$ cat src/rtl/expander_pkg.sv
// Shared definitions for the PCA9555-style GPIO expander: register map, responder states
// and reset values. Also imported by the expander masters.
package expander_pkg;

    typedef enum logic [2:0] {
        REG_IN0  = 3'd0,
        REG_IN1  = 3'd1,
        REG_OUT0 = 3'd2,
        REG_OUT1 = 3'd3,
        REG_POL0 = 3'd4,
        REG_POL1 = 3'd5,
        REG_CFG0 = 3'd6,
        REG_CFG1 = 3'd7
    } reg_idx_e;

    typedef enum logic [2:0] {
        ST_IDLE,
        ST_ADDR,
        ST_PTR,
        ST_WDATA,
        ST_RDATA,
        ST_IGNORE
    } state_e;

    localparam logic [15:0] OUT_RST = 16'hFFFF;
    localparam logic [15:0] POL_RST = 16'h0000;
    localparam logic [15:0] CFG_RST = 16'hFFFF;

    // Auto-increment stays inside the low/high byte pair of one 16-bit register.
    function automatic logic [2:0] ptr_pair_toggle(input logic [2:0] p);
        return {p[2:1], ~p[0]};
    endfunction

endpackage

$ cat src/rtl/i2c_line_filter.sv
// Synchronises and glitch-filters SCL/SDA and produces one-cycle edge, START and STOP strobes.
module i2c_line_filter #(
    parameter int FILTER_CYCLES = 3
) (
    input  logic clk_50,
    input  logic rst_n,
    input  logic scl_in,
    input  logic sda_in,
    output logic sda,
    output logic scl_rise,
    output logic scl_fall,
    output logic start,
    output logic stop
);

    localparam int CW = (FILTER_CYCLES > 1) ? $clog2(FILTER_CYCLES + 1) : 1;
    localparam logic [CW-1:0] CNT_LOAD = CW'(FILTER_CYCLES - 1);

    // bit 0 = SCL, bit 1 = SDA; idle bus level is high
    logic [1:0]         sync1;
    logic [1:0]         sync2;
    logic [1:0]         filt;
    logic [1:0]         filt_d;
    logic [1:0][CW-1:0] cnt;

    always_ff @(posedge clk_50 or negedge rst_n) begin
        if (!rst_n) begin
            sync1  <= 2'b11;
            sync2  <= 2'b11;
            filt   <= 2'b11;
            filt_d <= 2'b11;
            cnt    <= {2{CNT_LOAD}};
        end else begin
            sync1  <= {sda_in, scl_in};
            sync2  <= sync1;
            filt_d <= filt;
            for (int i = 0; i < 2; i++) begin
                if (sync2[i] == filt[i]) begin
                    cnt[i] <= CNT_LOAD;
                end else if (cnt[i] == '0) begin
                    filt[i] <= sync2[i];
                    cnt[i]  <= CNT_LOAD;
                end else begin
                    cnt[i] <= cnt[i] - 1'b1;
                end
            end
        end
    end

    assign sda      = filt[1];
    assign scl_rise =  filt[0] & ~filt_d[0];
    assign scl_fall = ~filt[0] &  filt_d[0];
    assign start    =  filt[0] &  filt_d[0] &  filt_d[1] & ~filt[1];
    assign stop     =  filt[0] &  filt_d[0] & ~filt_d[1] &  filt[1];

endmodule

$ cat src/rtl/i2c_expander_responder.sv
// I2C target emulating a 16-bit PCA9555-style GPIO expander; open-drain SDA, no clock stretching.
//   state     | meaning
//   ST_IDLE   | bus free, waiting for START
//   ST_ADDR   | shifting address byte, ACK on match
//   ST_PTR    | receiving register pointer
//   ST_WDATA  | receiving data bytes into registers
//   ST_RDATA  | driving register bytes, sampling master ACK
//   ST_IGNORE | not addressed or master NACKed; wait for START/STOP
import expander_pkg::*;

module i2c_expander_responder #(
    parameter logic [6:0] DEV_ADDR      = 7'h20,
    parameter int         FILTER_CYCLES = 3
) (
    input  logic        clk_50,
    input  logic        rst_n,
    input  logic        i2c_scl_i,
    input  logic        i2c_sda_i,
    output logic        i2c_sda_oe,
    input  logic [15:0] gpio_in,
    output logic [15:0] gpio_out,
    output logic [15:0] gpio_oe,
    output logic        int_n
);

    logic sda_f, scl_rise, scl_fall, start, stop;

    i2c_line_filter #(.FILTER_CYCLES(FILTER_CYCLES)) u_line_filter (
        .clk_50   (clk_50),
        .rst_n    (rst_n),
        .scl_in   (i2c_scl_i),
        .sda_in   (i2c_sda_i),
        .sda      (sda_f),
        .scl_rise (scl_rise),
        .scl_fall (scl_fall),
        .start    (start),
        .stop     (stop)
    );

    state_e      state, state_nxt;
    logic [3:0]  cnt, cnt_nxt;
    logic [7:0]  shreg, shreg_nxt;
    logic [2:0]  ptr, ptr_nxt;
    logic        sda_oe, sda_oe_nxt;
    logic [15:0] out_reg, out_nxt;
    logic [15:0] pol_reg, pol_nxt;
    logic [15:0] cfg_reg, cfg_nxt;
    logic [15:0] snap, snap_nxt;
    logic [15:0] gpio_meta, gpio_s;
    logic [15:0] reg_word;
    logic [7:0]  rd_byte;
    logic [7:0]  rx_byte;
    logic        load_rd;

    always_comb begin
        reg_word = gpio_s ^ pol_reg;
        case (ptr[2:1])
            2'd1:    reg_word = out_reg;
            2'd2:    reg_word = pol_reg;
            2'd3:    reg_word = cfg_reg;
            default: reg_word = gpio_s ^ pol_reg;
        endcase
        rd_byte = ptr[0] ? reg_word[15:8] : reg_word[7:0];
    end

    always_ff @(posedge clk_50 or negedge rst_n) begin
        if (!rst_n) begin
            state     <= ST_IDLE;
            cnt       <= '0;
            shreg     <= '0;
            ptr       <= '0;
            sda_oe    <= 1'b0;
            out_reg   <= OUT_RST;
            pol_reg   <= POL_RST;
            cfg_reg   <= CFG_RST;
            snap      <= '0;
            gpio_meta <= '0;
            gpio_s    <= '0;
        end else begin
            state     <= state_nxt;
            cnt       <= cnt_nxt;
            shreg     <= shreg_nxt;
            ptr       <= ptr_nxt;
            sda_oe    <= sda_oe_nxt;
            out_reg   <= out_nxt;
            pol_reg   <= pol_nxt;
            cfg_reg   <= cfg_nxt;
            snap      <= snap_nxt;
            gpio_meta <= gpio_in;
            gpio_s    <= gpio_meta;
        end
    end

    // cnt counts SCL rises within a byte; 8 = ACK slot pending, 9 = inside the ACK clock
    always_comb begin
        state_nxt  = state;
        cnt_nxt    = cnt;
        shreg_nxt  = shreg;
        ptr_nxt    = ptr;
        sda_oe_nxt = sda_oe;
        out_nxt    = out_reg;
        pol_nxt    = pol_reg;
        cfg_nxt    = cfg_reg;
        snap_nxt   = snap;
        load_rd    = 1'b0;
        rx_byte    = {shreg[6:0], sda_f};

        if (stop) begin
            state_nxt  = ST_IDLE;
            sda_oe_nxt = 1'b0;
            cnt_nxt    = '0;
        end else if (start) begin
            state_nxt  = ST_ADDR;
            sda_oe_nxt = 1'b0;
            cnt_nxt    = '0;
        end else begin
            case (state)
                ST_ADDR, ST_PTR, ST_WDATA: begin
                    if (scl_rise && cnt < 4'd8) begin
                        shreg_nxt = rx_byte;
                        cnt_nxt   = cnt + 4'd1;
                        if (cnt == 4'd7 && state == ST_PTR) begin
                            ptr_nxt = rx_byte[2:0];
                        end
                        if (cnt == 4'd7 && state == ST_WDATA) begin
                            case (reg_idx_e'(ptr))
                                REG_OUT0: out_nxt[7:0]  = rx_byte;
                                REG_OUT1: out_nxt[15:8] = rx_byte;
                                REG_POL0: pol_nxt[7:0]  = rx_byte;
                                REG_POL1: pol_nxt[15:8] = rx_byte;
                                REG_CFG0: cfg_nxt[7:0]  = rx_byte;
                                REG_CFG1: cfg_nxt[15:8] = rx_byte;
                                default:  ;
                            endcase
                            ptr_nxt = ptr_pair_toggle(ptr);
                        end
                    end else if (scl_fall && cnt == 4'd8) begin
                        if (state == ST_ADDR && shreg[7:1] != DEV_ADDR) begin
                            state_nxt = ST_IGNORE;
                        end else begin
                            sda_oe_nxt = 1'b1;
                            cnt_nxt    = 4'd9;
                        end
                    end else if (scl_fall && cnt == 4'd9) begin
                        sda_oe_nxt = 1'b0;
                        cnt_nxt    = '0;
                        if (state == ST_PTR) begin
                            state_nxt = ST_WDATA;
                        end else if (state == ST_ADDR) begin
                            if (shreg[0]) begin
                                state_nxt = ST_RDATA;
                                load_rd   = 1'b1;
                            end else begin
                                state_nxt = ST_PTR;
                            end
                        end
                    end
                end
                ST_RDATA: begin
                    if (scl_rise) begin
                        if (cnt < 4'd8) begin
                            cnt_nxt = cnt + 4'd1;
                        end else if (cnt == 4'd9) begin
                            if (sda_f) begin
                                state_nxt  = ST_IGNORE;
                                sda_oe_nxt = 1'b0;
                            end else begin
                                ptr_nxt = ptr_pair_toggle(ptr);
                            end
                        end
                    end else if (scl_fall) begin
                        if (cnt == 4'd8) begin
                            sda_oe_nxt = 1'b0;
                            cnt_nxt    = 4'd9;
                        end else if (cnt == 4'd9) begin
                            load_rd = 1'b1;
                            cnt_nxt = '0;
                        end else if (cnt != 4'd0) begin
                            shreg_nxt  = {shreg[6:0], 1'b0};
                            sda_oe_nxt = ~shreg[6];
                        end
                    end
                end
                default: sda_oe_nxt = 1'b0;
            endcase

            if (load_rd) begin
                shreg_nxt  = rd_byte;
                sda_oe_nxt = ~rd_byte[7];
                if (ptr[2:1] == 2'd0) begin
                    snap_nxt = gpio_s;
                end
            end
        end
    end

    assign i2c_sda_oe = sda_oe;
    assign gpio_out   = out_reg;
    assign gpio_oe    = ~cfg_reg;
    assign int_n      = (gpio_s == snap);

endmodule
$ cat config.mk
export PLATFORM = sky130hd
export DESIGN_NAME = i2c_expander_responder
export DESIGN_NICKNAME = d
export VERILOG_FILES = /design/src/rtl/expander_pkg.sv /design/src/rtl/i2c_line_filter.sv /design/src/rtl/i2c_expander_responder.sv
export SDC_FILE = /design/constraint.sdc
export NUM_CORES = 1
export LEC_CHECK = 0
export CAP_MARGIN = 20
export CORE_MARGIN = 2
export CORE_UTILIZATION = 25
export DETAILED_ROUTE_END_ITERATION = 16
export GPL_ROUTABILITY_DRIVEN = 1
export HOLD_SLACK_MARGIN = 0.15
export PLACE_DENSITY = 0.53
export SLEW_MARGIN = 20
export SYNTH_ARGS = -nofsm -noshare
export SYNTH_HDL_FRONTEND = slang
export SYNTH_HIERARCHICAL = 1
export SYNTH_SLANG_ARGS = --single-unit
$ cat constraint.sdc
create_clock -name clk_50 -period 3.1 [get_ports clk_50]
set_input_delay 0.775 -clock clk_50 [delete_from_list [all_inputs] [get_ports clk_50]]
set_output_delay 0.775 -clock clk_50 [all_outputs]
set_load 0.05 [all_outputs]
==> impl_metrics.tcl, run 1 <==
set metrics [dict create \
    postCtsSetupBuffers 0 \
    required_ns 2.32 \
    worst_clock_skew_ns 0.00968 \
    port_buffers 53 \
    final-hold-violation-count 0 \
    ys_seq_area_frac 0.524 \
    max_freq_mhz 376 \
    met2_length_mm 6.74 \
    critPathSlowestCell "dfrtp_1" \
    synth_nets 541 \
    hp-start "gpio_meta[5]" \
    antenna_found_initial 0 \
    synth_seq_cells 127 \
    clockBufferDepth 2 \
    synthCells 514 \
    met1_length_mm 7.10 \
    synth_edf_count 0 \
    synth_area_leader_cell "dfrtp_1" \
    vias 4170 \
    rsz0062_at_grt "false" \
    rr_startpoint "u_line_filter/filt[0]" \
    comb_power_share 0.247 \
    max-slew-margin-rel 0.456 \
    ir_drop_mv 0.344 \
    place_congestion 0.830 \
    critical_path_class "flop to primary output" \
    syn_to_final_growth_pct 24.0 \
    hold_buffers 0 \
    power_switching_w 0.00182 \
    multiInputGateArea_um2 2730 \
    drt_pre_antenna_iters 4 \
    post_cts_resized 0 \
    crit_chain "xnor2_1 -> nand4_1 -> nor4_1 -> buf_4" \
    cp-end-kind "primary output" \
    antennaDiodeCount 0 \
    root_buffer "clkbuf_16" \
    holdWs_ns 0.340 \
    cts_sinks 127 \
    ys_types 66 \
    design.die.area_um2 26000 \
    arrival_ns 1.89 \
    powerDensity_nw_per_um2 720 \
    p_int_w 0.00369 \
    clkTransAtPathRegs_ns 0.06 \
    cts_tree "yes" \
    syn-mean-instance-area_um2 12.0 \
    grt_max_degree 62 \
    ys_warn_count 6 \
    cts_buffers 17 \
    die_w_um 161 \
    synthTopCellsByCount "dfrtp_1, mux2_2, dfstp_2" \
    synth_async_sr_flop_share 1.00 \
    start_util 0.254 \
    maxCapViolCount 0 \
    grt_usage 0.118 \
    drv_slew 0 \
    final-seq-area_um2 3230 \
    fillers 2512 \
    setup_violations 0 \
    synth_area_um2 6170 \
    ios 54 \
    swShare 0.330 \
    synth_top_area_frac 0.345 \
    period_minus_slack_ns 2.66 \
    tns_ns 0 \
    avgRoutedWirePerCell_um 16.2 \
    cp_max_fo 3 \
    top_layer_used "met4" \
    drc 0 \
    drive_gt1_frac 0.308 \
    wl_met3_um 670 \
    drt_iter0_drc 256 \
    vias_per_cell 4.59 \
    outcome "finished, final reports clean" \
    p_leak_nw 3.08 \
    clock_latency_ns 0.42 \
    crit_path_start "gpio_s[8]" \
    seq_power_share 0.417 \
    power.clock.fraction 0.336 \
    rows 57 \
    coreArea_um2 24200 \
    antenna_left 0 \
    start_kind "flop" \
    tightest_slew_ns 0.815 \
    grt_pass1_vias 4309 \
    grt_overflow_total 0 \
    ys.flop_type "dfrtp_1" \
    grt_pass1_wl_mm 23.9 \
    final_net_count 598 \
    hold_class "flop to flop" \
    synth.most_common_cell "dfrtp_1" \
    post-route-period-util 0.859 \
    h-tree-depth 4 \
    yosys-top-cells-area "dfrtp_1, dfstp_2, mux2_2" \
    drt_wl_total_mm 14.7 \
    dp_hpwl_mm 10.6 \
    cpPeakStageDelay_ns 0.43 \
    die_h_um 161 \
]
cell families (layout without fill, tap and decap cells):
logic type / after synthesis / after routing / share of synthesized area
muxes: 92 / 92 / 0.169
DFF: 127 / 127 / 0.524
adders and majority gates: 7 / 7 / 0.0142
buffers and inverters: 54 / 124 / 0.0341
xor gates and xnor gates: 35 / 35 / 0.0497
and+or+nand+nor: 118 / 118 / 0.117
AOI/OAI and AO/OA: 81 / 81 / 0.0923
power by group through the flow:
| stage | clock network (W) | logic [W] | registers [W] |
|---|---|---|---|
| 6_report | 0.00185 | 0.00136 | 0.00230 |
| 5_1_grt | 0.00198 | 0.00152 | 0.00234 |
| 4_1_cts | 0.00190 | 0.00137 | 0.00229 |
| 3_5_place_dp | 0 | 0.00136 | 0.00232 |
| 3_3_place_gp | 0 | 0.00134 | 0.00231 |
| 2_1_floorplan | 0 | 0.00111 | 0.00209 |
critical path, delay by kind of cell (launching register included):
kind | cells | cell delay, ns
AND/OR/NAND/NOR | 2 | 0.54
XOR/XNOR | 1 | 0.23
flip-flops | 1 | 0.43
buffers and inverters | 1 | 0.28
metrics by stage:
stage | instances | total power (W) | utilization | setup slack (ns) | cell area [um2]
after floorplan | 514 | 0.00320 | - | 0.125 | 6170
after global placement | 876 | 0.00364 | 0.293 | 0.537 | 7090
after detailed placement | 876 | 0.00368 | 0.293 | 0.510 | 7090
after CTS | 908 | 0.00557 | 0.315 | 0.333 | 7650
after global routing | 908 | 0.00584 | 0.315 | 0.219 | 7650
final | 908 | 0.00551 | 0.315 | 0.437 | 7650
worst paths after layout:
kind | slack, ns | cells after the start | endpoint
max | 0.44 | 4 | int_n
min in group asynchronous | 0.38 | 1 | gpio_meta[14]
min | 0.34 | 0 | gpio_s[5]
min reg2reg | 0.34 | 0 | gpio_s[5]
max in group asynchronous | 1.94 | 2 | gpio_out[11]
max reg2reg | 0.51 | 6 | pol_reg[2]
layout make-up:
cell class                 instances  share of cell area
sequential                       127               0.422
multi-input combinational        333               0.357
timing repair buffer              65              0.0821
clock buffer                      22              0.0607
tap                              324              0.0530
inverter                          27              0.0133
clock inverter                    10              0.0118
routing by layer:
| layer | vias up | track usage |
|---|---|---|
| li1 | 1933 | - |
| met1 | 2124 | 0.164 |
| met2 | 98 | 0.183 |
| met3 | 15 | 0.0295 |
| met4 | 0 | 0.0353 |
| met5 | - | 0 |
placed cells by master (no fill, tap or decap), types with 4 or more instances in the layout:
| cell | netlist | routed |
|---|---|---|
| clkinv_2 | 0 | 4 |
| nand2b_1 | 14 | 14 |
| nand3_1 | 12 | 12 |
| nor2_1 | 20 | 20 |
| mux2i_1 | 13 | 13 |
| nor2b_1 | 6 | 6 |
| clkbuf_16 | 0 | 17 |
| o211ai_1 | 4 | 4 |
| o21ai_0 | 11 | 11 |
| and2_1 | 5 | 5 |
| mux2_2 | 76 | 76 |
| inv_1 | 27 | 27 |
| xnor2_1 | 33 | 33 |
| dfrtp_1 | 85 | 85 |
| nand2_1 | 18 | 18 |
| a21oi_1 | 21 | 21 |
| nand4_1 | 5 | 5 |
| nand3b_1 | 7 | 7 |
| nor3b_1 | 6 | 6 |
| clkdlybuf4s50_1 | 0 | 51 |
| o31ai_1 | 8 | 8 |
| a211oi_1 | 7 | 7 |
| dfstp_2 | 42 | 42 |
| buf_4 | 1 | 13 |
| ha_1 | 7 | 7 |
Note: power is estimated with default switching activity, not from simulation.
==> run 2: changes to the inputs <==
Clock period 3.1 ns to 2.6 ns, I/O delays scaled along.
==> run 2 against run 1 <==
- combinational power rose by 40%
- setup slack got worse by 0.31 ns
- cell count rose by 1.8%
- register-to-register slack got worse by 0.34 ns
==> impl_metrics.tcl, run 2 (synthesis gave the netlist of run 1 again) <==
set metrics [dict create \
    clockBufferDepth 2 \
    cts_tree "yes" \
    hold_class "flop to flop" \
    drt_pre_antenna_iters 5 \
    final_cell_mix "dfrtp_1, mux2_2, clkdlybuf4s50_1" \
    fin_util 0.329 \
    max_freq_mhz 404 \
    layout_commonest_cell "dfrtp_1" \
    hold_path_depth 0 \
    wl_met3_um 622 \
    rows 57 \
    post-place-cells 889 \
    rsz0062_at_grt "false" \
    syn_to_final_growth_pct 29.1 \
    grt_pass1_vias 4393 \
    final-hold-violation-count 0 \
    stdcell_count 924 \
    die_h_um 161 \
    tns_ns 0 \
    avgRoutedWirePerCell_um 16.1 \
    drv_slew 0 \
    clock_latency_ns 0.42 \
    vias 4223 \
    place_congestion 0.824 \
    cts_buffers 17 \
    start_util 0.254 \
    powerDensity_nw_per_um2 893 \
    final_net_count 614 \
    start_kind "flop" \
    rr_worst_depth 7 \
    ios 54 \
    drc 0 \
    dp_hpwl_mm 10.6 \
    arrival_ns 1.82 \
    outcome "finished, final reports clean" \
    drive_gt1_frac 0.333 \
    antenna_found_initial 0 \
    drt_iter0_drc 242 \
    crit_chain "xnor2_2 -> nand4_1 -> nor4_4 -> buf_12" \
    antenna_left 0 \
    grt_usage 0.120 \
    top_layer_used "met4" \
    met2_length_mm 7.11 \
    period_minus_slack_ns 2.47 \
    maxCapViolCount 0 \
    p_leak_nw 3.25 \
    fin_area_um2 7970 \
    drt_wl_total_mm 14.9 \
    vias_per_cell 4.57 \
    port_buffers 53 \
    clkTransAtPathRegs_ns 0.06 \
    critPathSlowestCell "dfrtp_2" \
    worst_clock_skew_ns 0.00945 \
    grt_pass1_wl_mm 24.4 \
    cpPeakStageDelay_ns 0.45 \
    critical_path_class "flop to primary output" \
    design.die.area_um2 26000 \
    post-route-period-util 0.952 \
    max-slew-margin-rel 0.558 \
    root_buffer "clkbuf_16" \
    tightest_slew_ns 0.664 \
    antennaDiodeCount 0 \
    grt_max_degree 61 \
    ir_drop_mv 0.387 \
    cp-end-kind "primary output" \
    met1_length_mm 7.04 \
    holdWs_ns 0.348 \
    die_w_um 161 \
    coreArea_um2 24200 \
    h-tree-depth 4 \
    setup_violations 0 \
    cts_sinks 127 \
    required_ns 1.95 \
    placed_area_um2 7250 \
    grt_overflow_total 0 \
    cp_max_fo 3 \
]
## run 2: layout make-up
class                   count  area [um2]
multi-input cells         333        2760
repair buffers             81         826
well taps                 324         405
clock inverters            13         211
fillers                  2451       16300
clock buffers              19         433
inverters                  27         101
flip-flops and latches    127        3230
## run 2: critical path, delay by kind of cell (launching register included)
family | cells | cell delay, ns
buffers and inverters | 1 | 0.18
DFF | 1 | 0.45
xor gates and xnor gates | 1 | 0.17
and+or+nand+nor | 2 | 0.60
## run 2: final timing paths
check	from	slack [ns]	end
setup / recovery	gpio_s[4]	0.13	int_n
hold / removal	gpio_meta[4]	0.35	gpio_s[4]
setup reg to reg	cnt[0]	0.17	pol_reg[1]
hold reg to reg	gpio_meta[4]	0.35	gpio_s[4]
max in group asynchronous	rst_n	1.36	cfg_reg[8]
min in group asynchronous	rst_n	0.61	gpio_s[6]
## run 2: metrics by stage
stage	setup slack [ns]	power, W
2_1_floorplan	0.241	0.00382
3_3_place_gp	0.164	0.00446
3_5_place_dp	0.0735	0.00451
4_1_cts	0.0330	0.00715
5_1_grt	0.00309	0.00749
6_report	0.125	0.00711
## run 2: power breakdown
part | switching, W | internal (W)
Clock | 0.000905 | 0.00171
Sequential | 0.000321 | 0.00226
Combinational | 0.00103 | 0.000884
Total | 0.00226 | 0.00486
## run 2: routing by layer
| layer | track usage | up-vias |
|---|---|---|
| met3 | 0.0306 | 8 |
| li1 | - | 1965 |
| met1 | 0.166 | 2148 |
| met2 | 0.190 | 102 |
| met5 | 0 | - |
| met4 | 0.0288 | 0 |
## run 2: repair_timing
| action | 4_1_cts | 5_1_grt |
|---|---|---|
| resized for setup | 1 | 3 |
| gates cloned | 0 | 0 |
| endpoints found under the setup margin | 1 | 16 |
| buffers inserted | 0 | 2 |
| hold buffers | 1 | 0 |
| pin swaps | 0 | 5 |
| endpoints found under the hold margin | 10 | 0 |
==> run 3: changes to the inputs <==
Settings changed: CAP_MARGIN 20 to default, PLACE_DENSITY 0.53 to 0.51.
==> run 3 against run 2 <==
- worst hold slack got worse by 0.10 ns
- flip-flop and latch count did not move
- via count rose by 0.45%
- fmax fell by 0.85%
- critical endpoint unchanged
- largest cell class unchanged
- largest power group is now registers
==> impl_metrics.tcl, run 3 (synthesis gave the netlist of run 1 again) <==
set metrics [dict create \
    outcome "finished, final reports clean" \
    cp_max_fo 3 \
    cpPeakStageDelay_ns 0.43 \
    avgRoutedWirePerCell_um 16.3 \
    clockBufferDepth 2 \
    place_congestion 0.809 \
    final_cell_mix "dfrtp_1, mux2_2, clkdlybuf4s50_1" \
    syn_to_final_growth_pct 27.5 \
    powerDensity_nw_per_um2 865 \
    grt_busiest_layer "met2" \
    met2_usage 0.201 \
    r2r-end "gpio_out[3]" \
    placed_area_um2 7250 \
    clkTransAtPathRegs_ns 0.05 \
    root_buffer "clkbuf_16" \
    seq_power_share 0.373 \
    drt_iter0_drc 207 \
    hold_class "primary input to asynchronous set/reset pin" \
    rows 57 \
    holdWs_ns 0.246 \
    critPathSlowestCell "dfrtp_1" \
    antennaDiodeCount 0 \
    p_leak_nw 3.22 \
    use_met1 0.159 \
    period_minus_slack_ns 2.50 \
    swShare 0.327 \
    design.die.area_um2 26000 \
    grt_overflow_total 0 \
    drt_pre_antenna_iters 4 \
    start_util 0.254 \
    grt_usage 0.123 \
    max-slew-margin-rel 0.587 \
    grt_pass1_wl_mm 24.6 \
    worst_clock_skew_ns 0.00640 \
    start_kind "flop" \
    maxCapViolCount 0 \
    setup_violations 0 \
    die_w_um 161 \
    power.clock.fraction 0.333 \
    clock_latency_ns 0.42 \
    ir_drop_mv 0.366 \
    dp_hpwl_mm 10.9 \
    ios 54 \
    final_net_count 616 \
    rr_worst_depth 6 \
    layout_commonest_cell "dfrtp_1" \
    cp-end-kind "primary output" \
    drive_gt1_frac 0.337 \
    rr_startpoint "cnt[0]" \
    final-hold-violation-count 0 \
    grt_pass1_vias 4453 \
    drv_slew 0 \
    drc 0 \
    vias 4242 \
    p_int_w 0.00458 \
    arrival_ns 1.85 \
    cts_tree "yes" \
    antenna_left 0 \
    antenna_found_initial 0 \
    cts_buffers 17 \
    required_ns 1.95 \
    crit_chain "xnor2_1 -> nand4_1 -> nor4_4 -> buf_12" \
    coreArea_um2 24200 \
    vias_per_cell 4.58 \
    tightest_slew_ns 0.620 \
    cts_sinks 127 \
    grt_max_degree 46 \
    port_buffers 53 \
    max_freq_mhz 401 \
    fin_area_um2 7870 \
    comb_power_share 0.293 \
    power_switching_w 0.00223 \
    critical_path_class "flop to primary output" \
    hold_buffers 0 \
    post-route-period-util 0.960 \
    reg2reg_slack_ns 0.15 \
    h-tree-depth 4 \
    die_h_um 161 \
    drt_wl_total_mm 15.1 \
    grtUsageMet3 0.0316 \
]
-- run 3: power groups by stage --
stage | clock (W) | sequential, W | combinational, W
finish | 0.00227 | 0.00254 | 0.00200
global route | 0.00242 | 0.00259 | 0.00220
CTS | 0.00233 | 0.00254 | 0.00199
detailed placement | 0 | 0.00257 | 0.00198
global placement | 0 | 0.00255 | 0.00195
floorplan | 0 | 0.00249 | 0.00133
-- run 3: routing by layer --
layer,wire (um),up-vias
li1,-,1964
met1,6840,2159
met2,7310,103
met3,795,16
met4,197,0
met5,0,-
-- run 3: worst max path at each step --
stage | startpoint | end | slack (ns) | cells past startpoint
5_1_grt | gpio_s[9] | int_n | -0.001 | 4
2_1_floorplan | u_line_filter/filt[0] | pol_reg[0] | 0.24 | 6
6_report | gpio_s[9] | int_n | 0.10 | 4
3_5_place_dp | cnt[0] | pol_reg[3] | 0.10 | 6
4_1_cts | gpio_s[8] | int_n | 0.02 | 4
3_3_place_gp | cnt[0] | pol_reg[5] | 0.16 | 6
-- run 3: worst max-delay path: cells and delay by family, from the launching register on --
| kind | cells | cell delay, ns |
|---|---|---|
| xor gates and xnor gates | 1 | 0.19 |
| buffers and inverters | 1 | 0.18 |
| DFF | 1 | 0.43 |
| and+or+nand+nor | 2 | 0.63 |
-- run 3: layout make-up --
type | count | area [um2]
fillers | 2448 | 16400
flip-flops and latches | 127 | 3230
multi-input cells | 333 | 2760
repair buffers | 83 | 801
clock buffers | 23 | 488
well taps | 324 | 405
inverters | 27 | 101
clock inverters | 9 | 82.6
-- run 3: through the flow --
step | setup WS, ns | total power [W] | instances | util | setup TNS (ns)
floorplan | 0.241 | 0.00382 | 514 | - | 0
finish | 0.104 | 0.00681 | 926 | 0.325 | 0
CTS | 0.0167 | 0.00685 | 925 | 0.323 | 0
detailed placement | 0.104 | 0.00455 | 893 | 0.299 | 0
global route | -0.00121 | 0.00721 | 926 | 0.325 | -0.00121
global placement | 0.163 | 0.00451 | 893 | 0.299 | 0
-- run 3: timing repair --
action	4_1_cts	5_1_grt
setup buffers	0	1
pin swaps	0	5
endpoints found under the setup margin	1	9
resized for setup	1	3
